[src/rtl/alu_arbiter_pkg.sv]
// Shared types and the single-cycle operator function for alu_arbiter.
// alu_eval works on a 64-bit container and masks to the live width w (w <= 64).
package alu_arbiter_pkg;

  typedef enum logic [3:0] {
    OP_ADD  = 4'd0,
    OP_SUB  = 4'd1,
    OP_MUL  = 4'd2,
    OP_DIV  = 4'd3,
    OP_MOD  = 4'd4,
    OP_AND  = 4'd5,
    OP_OR   = 4'd6,
    OP_XOR  = 4'd7,
    OP_XNOR = 4'd8,
    OP_SHL  = 4'd9,
    OP_SHR  = 4'd10,
    OP_SAR  = 4'd11,
    OP_RAND = 4'd12,
    OP_ROR  = 4'd13,
    OP_RXOR = 4'd14,
    OP_ILL  = 4'd15
  } alu_op_e;

  typedef enum logic [1:0] {
    ST_IDLE = 2'd0,
    ST_EXEC = 2'd1,
    ST_DIVS = 2'd2,
    ST_RESP = 2'd3
  } state_e;

  localparam int unsigned EVAL_W = 64;

  function automatic logic [EVAL_W-1:0] alu_eval(input alu_op_e op,
                                                 input logic [EVAL_W-1:0] a,
                                                 input logic [EVAL_W-1:0] b,
                                                 input int unsigned w);
    logic [EVAL_W-1:0] mask;
    logic [EVAL_W-1:0] wv;
    logic [EVAL_W-1:0] amt;
    logic [EVAL_W-1:0] r;
    logic              sign;
    wv   = EVAL_W'(w);
    mask = (w >= EVAL_W) ? {EVAL_W{1'b1}} : ((64'd1 << w) - 64'd1);
    // Shift amount is b[log2(w):0], so it can reach 2w-1.
    amt  = b & ((wv << 1) - 64'd1);
    sign = |(a & (64'd1 << (w - 1)));
    case (op)
      OP_ADD:  r = a + b;
      OP_SUB:  r = a - b;
      OP_MUL:  r = a * b;
      OP_AND:  r = a & b;
      OP_OR:   r = a | b;
      OP_XOR:  r = a ^ b;
      OP_XNOR: r = ~(a ^ b);
      OP_SHL:  r = (amt >= wv) ? '0 : (a << amt);
      OP_SHR:  r = (amt >= wv) ? '0 : (a >> amt);
      OP_SAR:  r = (amt >= wv) ? (sign ? mask : '0)
                               : ((a >> amt) | (sign ? ~(mask >> amt) : '0));
      OP_RAND: r = {{(EVAL_W-1){1'b0}}, a == mask};
      OP_ROR:  r = {{(EVAL_W-1){1'b0}}, a != '0};
      OP_RXOR: r = {{(EVAL_W-1){1'b0}}, ^a};
      default: r = '0;
    endcase
    return r & mask;
  endfunction

endpackage

[src/rtl/alu_arbiter_div.sv]
// W-step restoring divider on unsigned magnitudes; one quotient bit per cycle.
// done pulses for one cycle after the last step; b == 0 yields all-ones quotient.
module alu_arbiter_div #(
  parameter int W = 32
) (
  input  logic         clk,
  input  logic         rst,
  input  logic         start,
  input  logic [W-1:0] a,
  input  logic [W-1:0] b,
  output logic         busy,
  output logic         done,
  output logic [W-1:0] quot,
  output logic [W-1:0] rem
);

  localparam int CW = $clog2(W);

  logic [W-1:0]  quot_q, rem_q, den_q;
  logic [CW-1:0] cnt_q;
  logic          busy_q, done_q;
  logic [W:0]    shifted;
  logic [W:0]    trial;

  assign shifted = {rem_q, quot_q[W-1]};
  assign trial   = shifted - {1'b0, den_q};

  always_ff @(posedge clk or posedge rst) begin
    if (rst) begin
      quot_q <= '0;
      rem_q  <= '0;
      den_q  <= '0;
      cnt_q  <= '0;
      busy_q <= 1'b0;
      done_q <= 1'b0;
    end else begin
      done_q <= 1'b0;
      if (start) begin
        quot_q <= a;
        rem_q  <= '0;
        den_q  <= b;
        cnt_q  <= '0;
        busy_q <= 1'b1;
      end else if (busy_q) begin
        // trial[W] is the borrow: set means the divisor did not fit.
        rem_q  <= trial[W] ? shifted[W-1:0] : trial[W-1:0];
        quot_q <= {quot_q[W-2:0], ~trial[W]};
        cnt_q  <= cnt_q + 1'b1;
        if (cnt_q == CW'(W - 1)) begin
          busy_q <= 1'b0;
          done_q <= 1'b1;
        end
      end
    end
  end

  assign busy = busy_q;
  assign done = done_q;
  assign quot = quot_q;
  assign rem  = rem_q;

endmodule

[src/rtl/alu_arbiter.sv]
// Two-requester round-robin front end for a shared integer ALU.
// Define ALU_ARBITER_DIV_EN to build the iterative divider for DIV/MOD.
module alu_arbiter
  import alu_arbiter_pkg::*;
#(
  parameter int W = 32
) (
  input  logic           clk,
  input  logic           rst,
  input  logic [1:0]     req_valid,
  output logic [1:0]     req_ready,
  input  logic [7:0]     req_op,
  input  logic [2*W-1:0] req_a,
  input  logic [2*W-1:0] req_b,
  output logic           rsp_valid,
  input  logic           rsp_ready,
  output logic           rsp_id,
  output logic [W-1:0]   rsp_data,
  output logic           rsp_err,
  output logic [1:0]     dbg_state
);

  // Handshake: a transfer happens on a rising edge where valid and ready are both high;
  // rsp_valid and its payload stay put until that edge.
  state_e       state_q;
  logic         prio_q;
  alu_op_e      op_q;
  logic [W-1:0] a_q, b_q;
  logic         id_q;
  logic         rsp_valid_q, rsp_id_q, rsp_err_q;
  logic [W-1:0] rsp_data_q;

  logic [1:0]   grant;
  logic         sel_id;
  logic [3:0]   sel_op;
  logic [W-1:0] sel_a, sel_b;
  logic [W-1:0] exec_data;
  logic         exec_err;

  always_comb begin
    grant = 2'b00;
    if (!rst && state_q == ST_IDLE) begin
      if (req_valid == 2'b11) grant = prio_q ? 2'b10 : 2'b01;
      else                    grant = req_valid;
    end
  end

  assign req_ready = grant;
  assign sel_id    = grant[1];
  assign sel_op    = sel_id ? req_op[7:4]     : req_op[3:0];
  assign sel_a     = sel_id ? req_a[2*W-1:W]  : req_a[W-1:0];
  assign sel_b     = sel_id ? req_b[2*W-1:W]  : req_b[W-1:0];

  assign exec_data = W'(alu_eval(op_q, EVAL_W'(a_q), EVAL_W'(b_q), W));
  // DIV/MOD only reach EXEC when no divider is built, so they count as illegal there.
  assign exec_err  = op_q inside {OP_DIV, OP_MOD, OP_ILL};

`ifdef ALU_ARBITER_DIV_EN
  logic         sel_div, div_start, div_busy, div_done;
  logic [W-1:0] mag_a, mag_b, div_quot, div_rem, div_res;

  assign sel_div   = (sel_op == OP_DIV) || (sel_op == OP_MOD);
  assign div_start = (|grant) && sel_div;
  assign mag_a     = sel_a[W-1] ? -sel_a : sel_a;
  assign mag_b     = sel_b[W-1] ? -sel_b : sel_b;

  alu_arbiter_div #(.W(W)) u_div (
    .clk   (clk),
    .rst   (rst),
    .start (div_start),
    .a     (mag_a),
    .b     (mag_b),
    .busy  (div_busy),
    .done  (div_done),
    .quot  (div_quot),
    .rem   (div_rem)
  );

  // Quotient sign follows the operand signs, remainder follows the dividend.
  always_comb begin
    if (b_q == '0)
      div_res = (op_q == OP_MOD) ? a_q : '1;
    else if (op_q == OP_MOD)
      div_res = a_q[W-1] ? -div_rem : div_rem;
    else
      div_res = (a_q[W-1] ^ b_q[W-1]) ? -div_quot : div_quot;
  end
`endif

  always_ff @(posedge clk or posedge rst) begin
    if (rst) begin
      state_q     <= ST_IDLE;
      prio_q      <= 1'b0;
      op_q        <= OP_ADD;
      a_q         <= '0;
      b_q         <= '0;
      id_q        <= 1'b0;
      rsp_valid_q <= 1'b0;
      rsp_id_q    <= 1'b0;
      rsp_data_q  <= '0;
      rsp_err_q   <= 1'b0;
    end else begin
      case (state_q)
        ST_IDLE: begin
          if (|grant) begin
            op_q   <= alu_op_e'(sel_op);
            a_q    <= sel_a;
            b_q    <= sel_b;
            id_q   <= sel_id;
            prio_q <= ~sel_id;
`ifdef ALU_ARBITER_DIV_EN
            state_q <= sel_div ? ST_DIVS : ST_EXEC;
`else
            state_q <= ST_EXEC;
`endif
          end
        end
        ST_EXEC: begin
          rsp_data_q  <= exec_data;
          rsp_err_q   <= exec_err;
          rsp_id_q    <= id_q;
          rsp_valid_q <= 1'b1;
          state_q     <= ST_RESP;
        end
`ifdef ALU_ARBITER_DIV_EN
        ST_DIVS: begin
          if (div_done && !div_busy) begin
            rsp_data_q  <= div_res;
            rsp_err_q   <= (b_q == '0);
            rsp_id_q    <= id_q;
            rsp_valid_q <= 1'b1;
            state_q     <= ST_RESP;
          end
        end
`endif
        ST_RESP: begin
          if (rsp_ready) begin
            rsp_valid_q <= 1'b0;
            state_q     <= ST_IDLE;
          end
        end
        default: state_q <= ST_IDLE;
      endcase
    end
  end

  assign rsp_valid = rsp_valid_q;
  assign rsp_id    = rsp_id_q;
  assign rsp_data  = rsp_data_q;
  assign rsp_err   = rsp_err_q;
  assign dbg_state = state_q;

endmodule

[config.mk]
export PLATFORM = sky130hd
export DESIGN_NAME = alu_arbiter
export DESIGN_NICKNAME = d
export VERILOG_FILES = /design/src/rtl/alu_arbiter_pkg.sv /design/src/rtl/alu_arbiter_div.sv /design/src/rtl/alu_arbiter.sv
export SDC_FILE = /design/constraint.sdc
export NUM_CORES = 2
export LEC_CHECK = 0
export CAP_MARGIN = 30
export CORE_ASPECT_RATIO = 0.9
export CORE_UTILIZATION = 30
export CTS_CLUSTER_DIAMETER = 150
export CTS_CLUSTER_SIZE = 30
export DETAILED_ROUTE_END_ITERATION = 10
export GPL_TIMING_DRIVEN = 0
export PLACE_DENSITY = 0.43
export SLEW_MARGIN = 25
export SYNTH_ARGS = -nofsm -noshare
export SYNTH_HDL_FRONTEND = slang
export SYNTH_SLANG_ARGS = --single-unit
[constraint.sdc]
create_clock -name clk -period 16.22 [get_ports clk]
set_clock_uncertainty 0.15 [all_clocks]
set_input_delay 3.244 -clock clk [delete_from_list [all_inputs] [get_ports clk]]
set_output_delay 3.244 -clock clk [all_outputs]
set_load 0.02 [all_outputs]
==> After elaboration in Yosys (flattened, before gate mapping) <==
Cells that the tools add are included.
{ "word_totals": {"ff_bits": 107, "out_inout_bits": 39, "elab_cells": 74} }
{ "op_classes": {"addsub": 2, "multipliers": 1, "n_lt_le_gt_ge": 1, "eq_ne": 21, "n_shift": 3, "muxes": 17, "bitwise": 7, "n_reduce_logical": 12} }
{ "op_table": {"columns": ["op", "count"], "rows": [
  ["$pmux 32 s13", 1],
  ["$mux 32", 7],
  ["$not 32->32", 2],
  ["$or 32x32->32", 2],
  ["$reduce_xor 64->1", 1],
  ["$add 32x32->32", 1],
  ["$and 32x32->32", 1],
  ["$eq 32x32->1 const B", 1],
  ["$eq 4x4->1 const B", 8],
  ["$mul 32x32->32", 1],
  ["$reduce_bool 32->1", 1],
  ["$shl 32x6->32", 1],
  ["$shr 32x6->32", 1],
  ["$shr 32x6->32 const A", 1],
  ["$sub 32x32->32", 1],
  ["$xor 32x32->32", 1],
  ["$eq 4x3->1 const B", 4],
  ["$mux 2", 5],
  ["$eq 4x2->1 const B", 2],
  ["$ge 6x6->1 const B", 1],
  ["$pmux 2 s3", 1],
  ["$reduce_and 2->1", 3],
  ["$eq 2x2->1 const B", 2],
  ["$eq 4x1->1 const B", 1],
  ["14 further kinds", 14]
]} }

==> Longest topological paths before layout <==
{ "logic_depth": {"ltp_word": 6, "mapped_depth": 31, "mapped_depth_nobuf": 27} }

==> Worst setup path after synthesis <==
Ideal clock, no wire load.
{ "synth_path": {"kind": "reg2reg", "start": "register b_q[2]", "end": "register rsp_data_q[30] (netlist: rsp_data[30])", "setup_ns": 0.082, "arrival_time_ns": 8.144, "t_required_ns": 15.988, "slack_ns": 7.844, "path_stages_with_launch": 29, "n_path_buf": 4, "period_less_slack_ns": 8.376, "path_cell_list": "dfrtp_1 -> buf_2 -> inv_2 -> buf_1 -> clkbuf_1 -> buf_1 -> nor2_1 -> fa_1 -> inv_1 -> fa_1 -> fa_1 -> fa_1 -> inv_1 -> fa_1 -> inv_1 -> fa_1 -> inv_1 -> fa_1 -> fa_1 -> ha_1 -> and3_1 -> a21oi_1 -> o21ai_2 -> o31ai_4 -> o22ai_2 -> o2111a_1 -> or4b_1 -> a21o_1 -> a31oi_1"} }
{ "synth_via": {"elab_chain_len": 6} }
{ "synth_lines": {"columns": ["element", "line", "rtl"], "rows": [
  ["start: declaration", "alu_arbiter.sv:28", "logic [W-1:0] a_q, b_q;"],
  ["start signal: assignment", "alu_arbiter.sv:108", "b_q <= sel_b;"],
  ["parallel branches: the longest is 5 deep, another holds $mul 32x32->32", null, null],
  ["$pmux 32 s13 *", "alu_arbiter_pkg.sv:47", "case (op)"],
  ["end signal: assignment", "alu_arbiter.sv:119", "rsp_data_q <= exec_data;"],
  ["end: declaration", "alu_arbiter.sv:31", "logic [W-1:0] rsp_data_q;"]
]} }
Mark *: on every way between the ends.
A chain may end at the register's enable or synchronous reset.

==> Worst setup path after layout <==
{ "layout_path": {"start": "register b_q[2]", "end": "register rsp_data_q[31] (netlist: rsp_data[31])"} }
The elaborated chain is that of the path after synthesis.

==> flow_metrics.py <==
metrics = {
    "run_status": {
        "outcome": "complete, no violations",
    },
    "clocking": {
        "cts_setup_buffers": 0,
        "cts_hold_buffers": 0,
        "cts.reportedPaths.clkPinSlew_ns": 0.09,
        "root_buffer": "sky130_fd_sc_hd__clkbuf_16",
        "clock_latency_ns": 0.42,
        "cts_num_sinks": 107,
        "ctsLongestPathBuffers": 2,
        "number_of_buffers_added_by_the_clock_tree_synthesis_step": 9,
        "cts_resized": 0,
        "tritoncts": "done",
        "cts_htree_levels": 3,
    },
    "final_layout": {
        "layout-area-overhead-vs-synth_pct": 14.7,
        "final_net_count": 4301,
        "fillers": 9774,
        "final_layout_size_suffix_gt1_share_pct": 4.26,
    },
    "timing": {
        "finalSetupViolations": 0,
        "timing.final.ws_setup_ns": 5.06,
        "hold-worst-slack_ns": 0.332,
        "maxSlewHeadroom_pct": 22.7,
        "fin_tns_setup_ns": 0,
        "maxClockFrequency_ghz": 0.0896,
        "layout_worst_path_cycle_share_pct": 68.8,
        "timing.final.crit_period_ns": 11.16,
        "report.final.hold_viol_count": 0,
        "worst-slew-pin-transition_ns": 1.16,
        "slew_violations": 0,
        "rsz0062_at_grt": "no",
    },
    "synth": {
        "post_synth.cell_area_avg_um2": 8.37,
        "ys_async_sr_fraction_pct": 100,
        "postSynthRegisterBits": 107,
        "postSynth.topFlopCell": "sky130_fd_sc_hd__dfrtp_1",
        "synthDistinctLibCells": 82,
        "netlist_area_um2": 27500,
        "syn_nets": 4088,
        "synth.yosys.seq_area_share_pct": 9.74,
        "synth_commonest_cells": "sky130_fd_sc_hd__inv_1, sky130_fd_sc_hd__nor2_1, sky130_fd_sc_hd__fa_1",
        "syn-instance-count": 3283,
        "ys_top_cells_by_area": "sky130_fd_sc_hd__fa_1, sky130_fd_sc_hd__ha_1, sky130_fd_sc_hd__dfrtp_1, sky130_fd_sc_hd__inv_1, sky130_fd_sc_hd__nor2_1",
        "synth_area_leader_cell": "sky130_fd_sc_hd__fa_1",
        "yosys_warnings": 0,
        "top_area_cell_type_share_of_the_netlist_area_pct": 29.8,
        "synthMostInstantiatedCell": "sky130_fd_sc_hd__inv_1",
        "synth_edf_count": 0,
    },
    "grt": {
        "grt_start_max_net_pins": 81,
        "antenna_violations_before_repair": 7,
        "grt_overflow": 0,
        "wire_length_of_the_first_global_routing_pass_um": 214000,
        "grtUsageTotal_pct": 33.3,
        "first_global_vias": 26900,
    },
    "die": {
        "boundaryPins": 180,
        "fp.dieW_um": 321,
        "core.rowCount": 104,
        "initial_utilization_pct": 30.5,
        "die_area_um2": 92800,
        "die_h_um": 289,
        "core_region_area_um2": 90000,
    },
    "placement": {
        "numPortBuffers": 179,
        "placement.setup.worst_slack_ns": 5.47,
        "gp_routability_congestion": 1.07,
        "dpl.hpwl_um": 126000,
    },
    "setup_path": {
        "worst_path_most_repeated_cell": "sky130_fd_sc_hd__fa_1",
        "crit_path_max_fanout": 11,
        "critPathRequiredTime_ns": 16.37,
        "worst_setup_path_start_kind": "flip-flop",
        "cp_data_arrival_time_ns": 11.30,
        "critPathMaxStageDelay_ns": 0.89,
        "setup.worst_path.end_class": "flip-flop",
        "critPathKind": "reg -> reg",
        "critical_path.slowest_cell": "sky130_fd_sc_hd__clkbuf_1",
    },
    "routing": {
        "first_iter_violations": 3514,
        "detail_route.vias_per_cell": 5.66,
        "drcViolationCount": 0,
        "via_count": 26800,
        "drt-total-wl_um": 154000,
        "drt-pass1-iter-count": 9,
        "detail_route.wl_per_cell_um": 32.6,
        "route.antenna.remaining_nets": 0,
    },
    "hold_path": {
        "hold_path_class": "reg -> reg",
    },
    "job": {
        "cap_viol_max_count": 0,
    },
}
## worst max-delay path, delay by kind of cell, from the launching register on
family | cells | cell delay (ns)
adder cells (fa/ha/maj) | 9 | 4.43
buffers and inverters | 9 | 3.10
AO/OA/AOI/OAI | 7 | 2.29
flip-flops | 1 | 0.58
AND/OR/NAND/NOR | 3 | 0.43
## path summary, 6_finish.rpt
check	endpoint	slack, ns	depth (start not counted)	startpoint
setup / recovery	rsp_data[31]$_DFFE_PP0P_	5.06	28	b_q[2]$_DFFE_PP0P_
hold / removal	rsp_valid$_DFFE_PP0P_	0.33	2	rsp_valid$_DFFE_PP0P_
setup reg to reg	rsp_data[31]$_DFFE_PP0P_	5.06	28	b_q[2]$_DFFE_PP0P_
hold reg to reg	rsp_valid$_DFFE_PP0P_	0.33	2	rsp_valid$_DFFE_PP0P_
max in group asynchronous	rsp_data[5]$_DFFE_PP0P_	12.16	3	rst
min in group asynchronous	prio_q$_DFFE_PP0P_	3.04	2	rst
## through the flow
| step | utilization (%) | instances | instance area, um2 |
|---|---|---|---|
| after global placement | 34.2 | 4681 | 30800 |
| after detailed placement | 34.6 | 4701 | 31200 |
| after CTS | 35.0 | 4717 | 31500 |
| final | 35.0 | 4723 | 31500 |
| after global routing | 35.0 | 4720 | 31500 |
| after floorplan | - | 3283 | 27500 |
## layout make-up
| class | instances | area [um2] | share of cell area (%) |
|---|---|---|---|
| Tap cell | 1219 | 1530 | 4.84 |
| Multi-Input combinational cell | 2437 | 22000 | 69.9 |
| Antenna cell | 3 | 7.51 | 0.0238 |
| Clock inverter | 6 | 62.6 | 0.198 |
| Sequential cell | 107 | 2680 | 8.49 |
| Timing Repair Buffer | 202 | 2150 | 6.81 |
| Buffer | 215 | 867 | 2.75 |
| Inverter | 524 | 1970 | 6.26 |
| Clock buffer | 10 | 229 | 0.726 |
## sequential cells by signal, indices dropped and copies added (netlist names)
signal     cells
rsp_data      32
prio_q         1
id_q           1
a_q           32
b_q           32
op_q           4
rsp_err        1
rsp_valid      1
dbg_state      2
rsp_id         1
## routing by layer
metal  share of wire [%]  global-route usage, %  wire length (um)
met1                  44                   46.5             67200
met2                  40                   47.4             62100
met3                  12                   10.6             17700
met4                 4.3                   12.5              6550
met5                0.11                   1.16               169
## placed cells by master (no fill, tap or decap), types with 18 or more instances in the layout
master,instances
sky130_fd_sc_hd__a211oi_1,22
sky130_fd_sc_hd__a21o_1,24
sky130_fd_sc_hd__a21oi_1,148
sky130_fd_sc_hd__a221oi_1,22
sky130_fd_sc_hd__a222oi_1,69
sky130_fd_sc_hd__buf_1,36
sky130_fd_sc_hd__buf_2,18
sky130_fd_sc_hd__clkbuf_1,134
sky130_fd_sc_hd__clkbuf_2,29
sky130_fd_sc_hd__clkdlybuf4s50_1,179
sky130_fd_sc_hd__dfrtp_1,107
sky130_fd_sc_hd__fa_1,409
sky130_fd_sc_hd__ha_1,255
sky130_fd_sc_hd__inv_1,504
sky130_fd_sc_hd__mux2i_1,60
sky130_fd_sc_hd__mux4_2,30
sky130_fd_sc_hd__nand2_1,314
sky130_fd_sc_hd__nand2b_1,19
sky130_fd_sc_hd__nand3_1,20
sky130_fd_sc_hd__nand4_1,18
sky130_fd_sc_hd__nor2_1,475
sky130_fd_sc_hd__nor3_1,23
sky130_fd_sc_hd__o21ai_0,120
sky130_fd_sc_hd__o22ai_1,29
sky130_fd_sc_hd__xnor2_1,118
sky130_fd_sc_hd__xor2_1,33
## kinds of logic after synthesis
family	share of synthesized area, %
compound gates	15.1
xor+xnor	4.81
fa+ha+maj	41.4
buf+inv	10.2
flops	9.74
mux	4.81
simple gates	13.9
Power is left out: the tool's default activity adds up to more than one toggle a clock period on the data nets, which glitch-free logic cannot reach.
